### src/rtl/pc_fetch_unit.sv
// Program counter and instruction-fetch stage: issues word fetches over req/ack,
// buffers one instruction for decode and kills wrong-path fetches on branch redirect.
module pc_fetch_unit #(
  parameter logic [31:0] RESET_PC = 32'h0000_0000,
  parameter int unsigned PC_STEP  = 4
) (
  input  logic        clk,
  input  logic        rst_n,
  input  logic        branch_taken,
  input  logic [31:0] branch_target,
  input  logic        stall,
  output logic        imem_req,
  output logic [31:0] imem_addr,
  input  logic        imem_ack,
  input  logic [31:0] imem_rdata,
  output logic        if_valid,
  input  logic        if_ready,
  output logic [31:0] if_instr,
  output logic [31:0] if_pc
);

  localparam logic [31:0] STEP = 32'(PC_STEP);

  typedef enum logic [1:0] {
    IDLE  = 2'd0,
    FETCH = 2'd1,
    BUSY  = 2'd2,
    KILL  = 2'd3
  } state_t;

  state_t      state_reg, state_next;
  logic [31:0] pc_reg, pc_next;
  logic [31:0] addr_reg, addr_next;
  logic [31:0] if_instr_reg, if_instr_next;
  logic [31:0] if_pc_reg, if_pc_next;
  logic        if_valid_reg, if_valid_next;

  logic        issue_ok;
  logic        req;
  logic        capture;
  logic        redirect;
  logic [31:0] cur_addr;

  // A new request may go out only if decode can absorb the result next cycle.
  assign issue_ok = !stall && (!if_valid_reg || if_ready);
  assign redirect = branch_taken && (state_reg != IDLE);

  // While a request is outstanding the address comes from the latch, not the PC.
  assign cur_addr = ((state_reg == BUSY) || (state_reg == KILL)) ? addr_reg : pc_reg;

  always_ff @(posedge clk) begin
    if (!rst_n) begin
      state_reg    <= IDLE;
      pc_reg       <= RESET_PC;
      addr_reg     <= RESET_PC;
      if_valid_reg <= 1'b0;
      if_instr_reg <= 32'h0;
      if_pc_reg    <= 32'h0;
    end else begin
      state_reg    <= state_next;
      pc_reg       <= pc_next;
      addr_reg     <= addr_next;
      if_valid_reg <= if_valid_next;
      if_instr_reg <= if_instr_next;
      if_pc_reg    <= if_pc_next;
    end
  end

  always_comb begin
    state_next = state_reg;
    addr_next  = addr_reg;
    req        = 1'b0;
    capture    = 1'b0;

    case (state_reg)
      IDLE: begin
        state_next = FETCH;
      end
      FETCH: begin
        req = issue_ok;
        if (req && !imem_ack) begin
          addr_next  = pc_reg;
          state_next = branch_taken ? KILL : BUSY;
        end else if (req && imem_ack && !branch_taken) begin
          capture = 1'b1;
        end
      end
      BUSY: begin
        req = 1'b1;
        if (imem_ack) begin
          state_next = FETCH;
          capture    = !branch_taken;
        end else if (branch_taken) begin
          state_next = KILL;
        end
      end
      KILL: begin
        req = 1'b1;
        if (imem_ack) begin
          state_next = FETCH;
        end
      end
      default: begin
        state_next = IDLE;
      end
    endcase
  end

  always_comb begin
    pc_next       = pc_reg;
    if_valid_next = if_valid_reg;
    if_instr_next = if_instr_reg;
    if_pc_next    = if_pc_reg;

    if (capture) begin
      pc_next       = cur_addr + STEP;
      if_valid_next = 1'b1;
      if_instr_next = imem_rdata;
      if_pc_next    = cur_addr;
    end else if (if_valid_reg && if_ready) begin
      if_valid_next = 1'b0;
    end

    // Redirect overrides everything: wrong-path instruction is flushed regardless of ready.
    if (redirect) begin
      pc_next       = branch_target & ~32'h3;
      if_valid_next = 1'b0;
    end
  end

  assign imem_req  = req;
  assign imem_addr = cur_addr;
  assign if_valid  = if_valid_reg;
  assign if_instr  = if_instr_reg;
  assign if_pc     = if_pc_reg;

endmodule

### config.mk
export PLATFORM = sky130hd
export DESIGN_NAME = pc_fetch_unit
export DESIGN_NICKNAME = d
export VERILOG_FILES = /design/src/rtl/pc_fetch_unit.sv
export SDC_FILE = /design/constraint.sdc
export NUM_CORES = 1
export LEC_CHECK = 0
export BUFFER_PORTS_ARGS = -buffer_cell sky130_fd_sc_hd__buf_2
export CORE_ASPECT_RATIO = 1.5
export CORE_MARGIN = 2
export CORE_UTILIZATION = 50
export DETAILED_ROUTE_END_ITERATION = 16
export PLACE_DENSITY = 0.75
export SLEW_MARGIN = 20
export SYNTH_ARGS = -nofsm -noshare
export SYNTH_HDL_FRONTEND = slang
export SYNTH_SLANG_ARGS = --single-unit
### constraint.sdc
create_clock -name clk -period 8 [get_ports clk]
set_input_delay 1.2 -clock clk [delete_from_list [all_inputs] [get_ports clk]]
set_output_delay 1.2 -clock clk [all_outputs]
set_load 0.03 [all_outputs]
== Yosys cells after proc, flatten, opt, wreduce, memory -nomap -nowiden ==
Cells that the tools add are included.
Storage, ports and cells
  bits in registers: 131
  bits in latches: 0
  memory bits (writable): 0
  bits in read-only memories: 0
  output and inout bits: 98
  memories kept: 0
Operators by class
  $add $sub $neg: 1
  multiply operators: 0
  div/mod/pow operators: 0
  order comparisons: 0
  equal/unequal tests: 6
  shift-type cells: 0
  muxes and demuxes: 16
  bitwise gates (word level): 1
  reduce and logical (&&, ||, !) cells: 20
Operators by type and width (count)
  32-bit two-way mux: 3
  32-bit by 3-bit adder with 32-bit output (second input constant): 1
  2-bit two-way mux: 4
  2-bit one-hot mux with 4 select lines: 1
  1-bit logical AND: 6
  1-bit two-way mux: 6
  2-bit nonzero test: 3
  2-bit equality test (second input constant): 2
  1-bit zero test: 4
  2-bit != test (second input constant): 2
  1-bit one-hot mux with 2 select lines: 2
  2-bit OR reduction: 2
  3-bit != test (second input constant): 1
  3-bit AND reduction: 1
  2-bit by 1-bit equality test with 1-bit output (second input constant): 1
  2-bit zero test: 1
  1-bit logical OR: 2
  2-bit AND reduction: 1
  1-bit inverter: 1

== Logic depth before layout (Yosys ltp) ==
Gate-level depths: netlist of the first run.
  word-level depth: 10
  depth in mapped cells: 15
  gate-level depth less buffers: 11

== Least setup slack after synthesis of the first run ==
OpenSTA, ideal clock, no wires.
  kind: register -> register
  start: reg state_reg[0]
  end: reg pc_reg[26]
  data arrival time: 3.187 ns
  data required time: 7.917 ns
  path slack: 4.731 ns
  stages on the path, launching flop included: 16
  path buffers: 4
  cell sequence: dfxtp_1 -> inv_1 -> ha_1 -> buf_6 -> buf_8 -> nor2_4 -> clkbuf_1 -> nand2_1 -> nand2_1 -> ha_1 -> nand2_1 -> o21ai_0 -> buf_2 -> nand4_1 -> or3_1 -> o221ai_1
On the way
  longest elaborated chain between the ends: 6
  elaborated cells on any way between the ends: 12
  those cells by class: 1 x add/sub; 3 x eq/ne; 4 x mux; 4 x reduce/logical
Ends and longest elaborated chain
  from (decl): line 31  | state_t state_reg, state_next;
  from (signal assigned): line 60  | state_reg <= state_next;
  2-bit equality test: line 49  | assign cur_addr = ((state_reg == BUSY) || (state_reg == KILL)) ? addr_reg : pc_reg;
  1-bit logical OR *: line 49
  32-bit two-way mux *: line 49
  via imem_addr[3]: line 13  | output logic [31:0] imem_addr,
  32-bit by 3-bit adder with 32-bit output *: line 116  | pc_next = cur_addr + STEP;
  32-bit two-way mux *: line 115  | if (capture) begin
  32-bit two-way mux *: line 125  | if (redirect) begin
  to (signal assigned): line 61  | pc_reg <= pc_next;
  to (decl): line 32  | logic [31:0] pc_reg, pc_next;
The timed path passes the listed nets; every way through them passes the cells marked *. The select of a mux whose other input is x is not followed.
A chain may end at the register's enable or synchronous reset.

== Final worst setup path of the first run ==
  start: reg state_reg[0]
  end: out imem_addr[15]
On the way
  longest elaborated chain between the ends: 3
  elaborated cells on any way between the ends: 4
  those cells by class: 2 x eq/ne; 1 x mux; 1 x reduce/logical
Ends and longest elaborated chain (line)
  2-bit equality test: 49
  1-bit logical OR *: 49
  32-bit two-way mux *: 49
  to (decl): 13
Mark *: on every way between the ends. The rest lies on a longest branch, timed or not.

==> results of run 1 <==
[layout make-up]
class                      count  area share (%)
clock inverter                11            1.06
multi-input combinational    587            43.7
inverter                      23            1.15
timing repair buffer         174            11.6
tap                          156            2.53
clock buffer                  19            5.88
sequential                   131            34.1
[report_power, final]
part	leakage (nW)	switching, W	total (W)	internal, W
clock	0.258	0.000298	0.000708	0.000410
combinational	1.92	0.000396	0.000576	0.000180
sequential	1.06	0.0000442	0.000752	0.000707
total	3.24	0.000738	0.00204	0.00130
[cells in the final DEF, fill, tap and decap left out, types with 6 or more instances in the layout]
master,n
nand2_1,200
buf_2,165
dfxtp_1,131
a21oi_1,79
nor2_1,50
inv_1,22
o21ai_0,20
a22oi_1,20
nand3_1,19
nor3_1,19
a211oi_1,17
clkbuf_16,17
mux2i_1,13
o211ai_1,13
nand4bb_1,10
o22ai_1,10
buf_4,9
mux2_2,8
a2bb2oi_1,8
xnor2_1,6
[metal layers]
metal | part of all wire (%) | up-vias | global-route usage [%] | wire length [µm]
li1 | - | 3078 | - | -
met1 | 38 | 2924 | 32.4 | 7220
met2 | 49 | 290 | 47.1 | 9240
met3 | 8.1 | 52 | 6.21 | 1520
met4 | 4.6 | 0 | 15.6 | 873
met5 | 0 | - | 0 | 0
[through the flow]
stage | hold WS [ps] | power [W] | instance area (µm²) | std cells
after floorplan | 433 | 0.00117 | 6310 | 797
after detailed placement | 443 | 0.00133 | 7160 | 1071
after global placement | 438 | 0.00133 | 7160 | 1071
after global routing | 466 | 0.00212 | 7700 | 1101
final | 450 | 0.00204 | 7700 | 1101
after CTS | 452 | 0.00203 | 7690 | 1101
[cell families after synthesis]
kind of cell | Yosys count | synth area share [%]
compound gates | 211 | 22.5
buf+inv | 79 | 5.54
mux | 21 | 3.49
simple gates | 340 | 24.5
xor+xnor | 10 | 1.39
flops | 131 | 41.6
fa+ha+maj | 5 | 0.992
[cell usage after synthesis (3+ instances only)]
library cell  number
nand3_1           19
mux2i_1           13
o221ai_1           3
inv_1             22
a211oi_1          17
mux2_2             8
or3_1              5
nor3_1            19
a21o_1             3
o22ai_1           10
a22oi_1           20
nand2b_1           4
a222oi_1           4
a2bb2oi_1          8
buf_6              3
nand4bb_1         10
buf_1              4
a21oi_1           80
ha_1               5
buf_4              3
xnor2_1            6
dfxtp_1          131
o31ai_1            5
clkbuf_1          39
nand2_1          201
and2_1             4
buf_2              6
o21ai_0           20
nor2_1            53
and3_1             4
o211ai_1          13
nand4_1            5
a32o_1             5
xor2_1             4
[critical path: stages, from the launching register on]
cell and delay (ps):
dfxtp_1 320, inv_1 110, ha_1 390, buf_4 390, or2_2 590, mux2i_1 650
inv_1 160, buf_2 220
[path summary, 6_finish.rpt]
check,endpoint,slack (ps),cells past startpoint
max,imem_addr[15],3510,7
min,if_instr[26],450,2
max reg2reg,pc_reg[30],4190,13
min reg2reg,if_instr[26],450,2
==> impl_metrics.json, run 1 <==
{
  "status": "finished clean",
  "multiInputGateArea_um2": 3370,
  "core-area_um2": 12400,
  "fin_nets": 1009,
  "finClkSkew_ps": 7.50,
  "grt_max_degree": 99,
  "synth-edff-count": 0,
  "netlist_instances": 797,
  "hold_viol_final": 0,
  "postRouteAntennaNets": 0,
  "period_share_pct": 56.1,
  "cts_tree": "done",
  "first_global_vias": 6014,
  "yosysTopAreaCellShare_pct": 41.6,
  "synth_area_leaders": "dfxtp_1 (42%), nand2_1 (12%), a21oi_1 (6.3%)",
  "dp_hpwl_mm": 12.2,
  "path_max_fanout": 32,
  "die_x_um": 95.7,
  "clock_latency_ps": 420,
  "syn_to_final_growth_pct": 22.1,
  "synth_top_cell_by_area": "dfxtp_1",
  "post_cts_buffers": 0,
  "drtPass1Iterations": 8,
  "synth.distinct_cells": 67,
  "netlist_area_um2": 6310,
  "p_per_area_nw_per_um2": 264,
  "drv_cap": 0,
  "start_util_pct": 50.9,
  "cp-end-kind": "output pin",
  "ios": 168,
  "viasPerCell": 5.76,
  "die_h_um": 142,
  "r2r_start": "state_reg[0]",
  "wire_per_inst_um": 17.1,
  "drt_iter0_markers": 461,
  "h-tree-depth": 4,
  "antenna_cells": 0,
  "ys_warn_count": 0,
  "grt_overflow": 0,
  "worstSetupPathType": "reg2out",
  "async_flop_share_pct": 0,
  "crit_required_ps": 6800,
  "min_period_ps": 4490,
  "utilization_pct": 62.2,
  "synth_nets": 872,
  "wirelength_mm": 18.9,
  "grt_antenna_before_repair": 0,
  "slew_headroom_pct": 31.9,
  "clock_sinks": 131,
  "ys_ff_latch": 131,
  "hp-class": "reg2reg",
  "fmax_ghz": 0.223,
  "path_clk_slew_ps": 60,
  "gp_congestion": 0.869,
  "sequential_cell_area_um2": 2620,
  "postLayoutSetupSlackWorst_ps": 3510,
  "ys_seq_area_share_pct": 41.6,
  "numPortBuffers": 165,
  "clockRootBuffer": "clkbuf_16",
  "die_area_um2": 13500,
  "leakage_nw": 3.24,
  "place_ws_ps": 4090,
  "grt_pass1_wl_mm": 29.7,
  "cts_buffer_depth": 2,
  "grt_usage_pct": 28.0,
  "ys.flop_type": "dfxtp_1",
  "drc": 0,
  "hp-start": "if_instr[26]",
  "rows": 50,
  "cts_resized": 0,
  "maxSlewViolCount": 0,
  "crit_arrival_ps": 3290,
  "nFillCells": 1147,
  "tns_ps": 0,
  "tightestPinTransition_ps": 1020,
  "start_kind": "flop",
  "vias": 6344,
  "drive_above_1_share_pct": 24.8,
  "holdBufCountCts": 0,
  "cts_made_buffers": 17,
  "rsz0062_at_grt": "no",
  "avgSynthCellArea_um2": 7.91,
  "setup_viol": 0,
  "ir_worst_vdd_mv": 0.124,
  "startpoint": "state_reg[0]"
}
No activity file was read; power rests on OpenSTA's default activity.
==> run 2: changes to the inputs <==
clock period = 4.3 ns   (was 8 ns; I/O delays follow)
==> impl_metrics.json, run 2 (synthesized netlist as in run 1, its figures left out) <==
{
  "cts_tree": "done",
  "die_h_um": 142,
  "wire_per_inst_um": 17.2,
  "wirelength_mm": 19.1,
  "cp_common_cell": "inv_1",
  "status": "finished clean",
  "h-tree-depth": 4,
  "maxSlewViolCount": 0,
  "holdBufCountCts": 0,
  "first_global_vias": 6255,
  "antenna_cells": 0,
  "rsz0062_at_grt": "no",
  "p_per_area_nw_per_um2": 515,
  "viasPerCell": 5.80,
  "grt_usage_pct": 28.6,
  "final_area_um2": 7850,
  "path_clk_slew_ps": 60,
  "cts_buffer_depth": 2,
  "clockRootBuffer": "clkbuf_16",
  "layout_common_cells": "nand2_1 (200), buf_2 (165), dfxtp_1 (131)",
  "tns_ps": 0,
  "clock_sinks": 131,
  "crit_required_ps": 3650,
  "setup_viol": 0,
  "numPortBuffers": 165,
  "worstSetupPathType": "reg2out",
  "die_area_um2": 13500,
  "holdWs_ps": 448,
  "core-area_um2": 12400,
  "slew_headroom_pct": 26.6,
  "dp_hpwl_mm": 13.0,
  "grt_pass1_wl_mm": 30.4,
  "tightestPinTransition_ps": 1100,
  "start_kind": "flop",
  "drtPass1Iterations": 5,
  "min_period_ps": 3720,
  "slowest_delay_ps": 670,
  "gp_congestion": 0.868,
  "leakage_nw": 3.32,
  "dpl_cell_area_um2": 7220,
  "path_cells": "inv_1 > ha_1 > or2_2 > buf_4 > mux2i_1 > inv_1 > buf_2",
  "postRouteAntennaNets": 0,
  "utilization_pct": 63.4,
  "die_x_um": 95.7,
  "finClkSkew_ps": 7.72,
  "startpoint": "state_reg[0]",
  "ios": 168,
  "ir_worst_vdd_mv": 0.278,
  "drive_above_1_share_pct": 25.4,
  "cp-end-kind": "output pin",
  "drv_cap": 0,
  "crit_slowest_cell": "mux2i_1",
  "crit_arrival_ps": 3080,
  "nFillCells": 1153,
  "post_cts_buffers": 0,
  "grt_max_degree": 70,
  "cts_resized": 0,
  "grt_overflow": 0,
  "rows": 50,
  "fin_nets": 1016,
  "hp-class": "reg2reg",
  "cts_made_buffers": 17,
  "final_common_cell": "nand2_1",
  "vias": 6443,
  "clock_latency_ps": 420,
  "r2r_slack_ps": 870,
  "r2r_start": "state_reg[0]",
  "path_max_fanout": 22,
  "grt_antenna_before_repair": 0,
  "hold_viol_final": 0,
  "hp-start": "if_instr[18]",
  "drc": 0,
  "start_util_pct": 50.9,
  "period_share_pct": 86.5,
  "drt_iter0_markers": 401,
  "syn_to_final_growth_pct": 24.5,
  "fmax_ghz": 0.269
}
run 2: changes by cell type in the layout (fill, tap and decap cells not counted), sizes merged:
cell | before | now
buf | 174 | 181
bufinv | 0 | 4
clkbuf | 19 | 20
clkinv | 5 | 6
clkinvlp | 3 | 2
inv | 26 | 23
run 2: path summary, 6_finish.rpt:
path                    to  cells after the start
min reg2reg   if_instr[18]                      2
max reg2reg     pc_reg[30]                     10
max          imem_addr[15]                      7
min           if_instr[18]                      2
run 2: critical path, delay by kind of cell (launching register included):
family	cells	cell delay (ps)
simple gates	1	240
fa+ha+maj	1	600
mux	1	670
flops	1	330
buf+inv	4	810
run 2: metrics by stage:
step	std cells	setup slack [ps]	power, W
after floorplan	797	1030	0.00217
after global placement	1078	996	0.00249
after detailed placement	1078	971	0.00250
after CTS	1110	716	0.00404
after global routing	1110	561	0.00420
final	1110	579	0.00404
run 2: power breakdown:
| group | leakage, nW | internal [W] | switching [W] |
|---|---|---|---|
| Combinational | 1.96 | 0.000349 | 0.000741 |
| Sequential | 1.06 | 0.00132 | 0.0000842 |
| Clock | 0.306 | 0.00100 | 0.000551 |
run 2: area by class of cell:
cell class,instances,area (µm²),share of cell area (%)
clock inverters,12,180,2.29
multi-input cells,587,3360,42.8
repair buffers,181,946,12.0
flip-flops and latches,131,2620,33.4
well taps,156,195,2.49
inverters,23,88.8,1.13
clock buffers,20,457,5.82
run 2: metal layers:
metal | part of all wire, % | global-route usage (%) | up-vias
met5 | 0 | 0 | -
met4 | 4.7 | 17.4 | 0
met1 | 38 | 31.9 | 3045
met2 | 50 | 48.1 | 250
met3 | 6.8 | 6.90 | 52
li1 | - | - | 3096
==> run 3: changes to the inputs <==
==> constraint.sdc (replaced) <==
create_clock -name clk -period 4.3 [get_ports clk]
set_input_delay 0.86 -clock clk [delete_from_list [all_inputs] [get_ports clk]]
set_output_delay 0.86 -clock clk [all_outputs]
set_load 0.02 [all_outputs]
==> impl_metrics.json, run 3 (synthesized netlist as in run 1, its figures left out) <==
{
  "period_share_pct": 85.0,
  "crit_slowest_cell": "ha_1",
  "power_frac_clock_pct": 36.5,
  "r2r_end": "pc_reg[26]",
  "status": "finished clean",
  "crit_arrival_ps": 2800,
  "ir_worst_vdd_mv": 0.238,
  "grt_pass1_wl_mm": 29.8,
  "dpl_cell_area_um2": 7210,
  "final_area_um2": 7770,
  "wire_per_inst_um": 17.2,
  "drtPass1Iterations": 5,
  "start_kind": "flop",
  "drt_iter0_markers": 536,
  "layout_common_cells": "nand2_1 (200), buf_2 (165), dfxtp_1 (131)",
  "setup.worst_path.end": "imem_addr[15]",
  "tns_ps": 0,
  "cts_resized": 0,
  "die_h_um": 142,
  "maxSlewViolCount": 0,
  "path_clk_slew_ps": 60,
  "drive_above_1_share_pct": 25.2,
  "startpoint": "state_reg[0]",
  "rows": 50,
  "nFillCells": 1146,
  "postRouteAntennaNets": 0,
  "viasPerCell": 5.81,
  "min_period_ps": 3660,
  "crit_required_ps": 3440,
  "first_global_vias": 6050,
  "final_common_cell": "nand2_1",
  "ios": 168,
  "grt_antenna_before_repair": 0,
  "finClkSkew_ps": 7.41,
  "path_max_fanout": 13,
  "r2r_slack_ps": 1040,
  "dp_hpwl_mm": 13.0,
  "post_cts_buffers": 0,
  "antenna_cells": 0,
  "fmax_ghz": 0.274,
  "numPortBuffers": 165,
  "slew_headroom_pct": 42.3,
  "cts_tree": "done",
  "gp_congestion": 0.886,
  "vias": 6447,
  "drv_cap": 0,
  "drc": 0,
  "setup_viol": 0,
  "leakage_nw": 3.29,
  "grt_overflow": 0,
  "grt_usage_pct": 28.2,
  "wirelength_mm": 19.0,
  "tightestPinTransition_ps": 866,
  "p_per_area_nw_per_um2": 489,
  "hold_viol_final": 0,
  "cp_common_cell": "inv_1",
  "r2r_cells": 8,
  "slowest_delay_ps": 480,
  "cts_buffer_depth": 2,
  "multiInputGateArea_um2": 3350,
  "core-area_um2": 12400,
  "cp-end-kind": "output pin",
  "holdBufCountCts": 0,
  "intPower_w": 0.00252,
  "p_sw_w": 0.00128,
  "power_frac_seq_pct": 36.9,
  "finalPower_w": 0.00380,
  "h-tree-depth": 4,
  "hp-class": "reg2reg",
  "pwr-share-comb_pct": 26.7,
  "fin_nets": 1017,
  "clock_latency_ps": 420,
  "cts_made_buffers": 17,
  "p_sw_share_pct": 33.6,
  "clockRootBuffer": "clkbuf_16",
  "die_area_um2": 13500,
  "worstSetupPathType": "reg2out",
  "start_util_pct": 50.9,
  "clock_sinks": 131,
  "grt_max_degree": 77,
  "rsz0062_at_grt": "no",
  "path_cells": "inv_1 > ha_1 > or2_2 > buf_4 > mux2i_1 > inv_1 > buf_2",
  "syn_to_final_growth_pct": 23.2,
  "r2r_start": "state_reg[0]",
  "sequential_cell_area_um2": 2620,
  "die_x_um": 95.7
}
-- run 3: cell count changes in the layout (fill, tap and decap cells not counted), sizes merged --
cell | before | now
clkbuf | 20 | 19
bufinv | 4 | 2
buf | 181 | 182
clkinv | 6 | 7
-- run 3: final cells by class --
| cell class | count | area share [%] |
|---|---|---|
| clock buffers | 19 | 5.70 |
| inverters | 23 | 1.14 |
| repair buffers | 182 | 12.3 |
| clock inverters | 11 | 1.47 |
| multi-input cells | 587 | 43.1 |
| well taps | 156 | 2.51 |
| flip-flops and latches | 131 | 33.8 |
-- run 3: how the worst min path moves through the flow --
stage	end	depth (start not counted)	from	slack, ps
4_1_cts	if_instr[27]	2	if_instr[27]	450
2_1_floorplan	addr_reg[21]	2	addr_reg[21]	430
3_5_place_dp	if_instr[27]	2	if_instr[27]	440
6_report	if_instr[27]	2	if_instr[27]	450
5_1_grt	if_pc[3]	2	if_pc[3]	470
3_3_place_gp	if_instr[17]	2	if_instr[17]	440
-- run 3: layer usage --
layer | vias up | routed length (µm) | share of wire, % | GRT usage (%)
met2 | 276 | 9590 | 50 | 47.8
met3 | 67 | 1380 | 7.2 | 6.74
met4 | 0 | 867 | 4.6 | 16.1
met1 | 3001 | 7210 | 38 | 31.7
li1 | 3103 | - | - | -
met5 | - | 0 | 0 | 0
-- run 3: worst max-delay path, delay by kind of cell (launching register included) --
family | cells | cell delay, ps
adders and majority gates | 1 | 480
buffers and inverters | 4 | 690
DFF | 1 | 320
muxes | 1 | 440
and+or+nand+nor | 1 | 430
-- run 3: power groups by stage --
stage	logic (W)	registers (W)	clock network, W
floorplan	0.000656	0.00144	0
global placement	0.000999	0.00142	0
detailed placement	0.00101	0.00142	0
CTS	0.00101	0.00140	0.00140
global route	0.00109	0.00141	0.00145
finish	0.00101	0.00140	0.00139
-- run 3: per-stage QoR --
step	util, %	instances	setup slack [ps]	hold slack, ps
finish	62.7	1109	645	449
global route	62.7	1109	450	466
CTS	62.7	1109	652	452
detailed placement	58.2	1079	1080	443
floorplan	-	797	1110	433
global placement	58.2	1079	1120	438
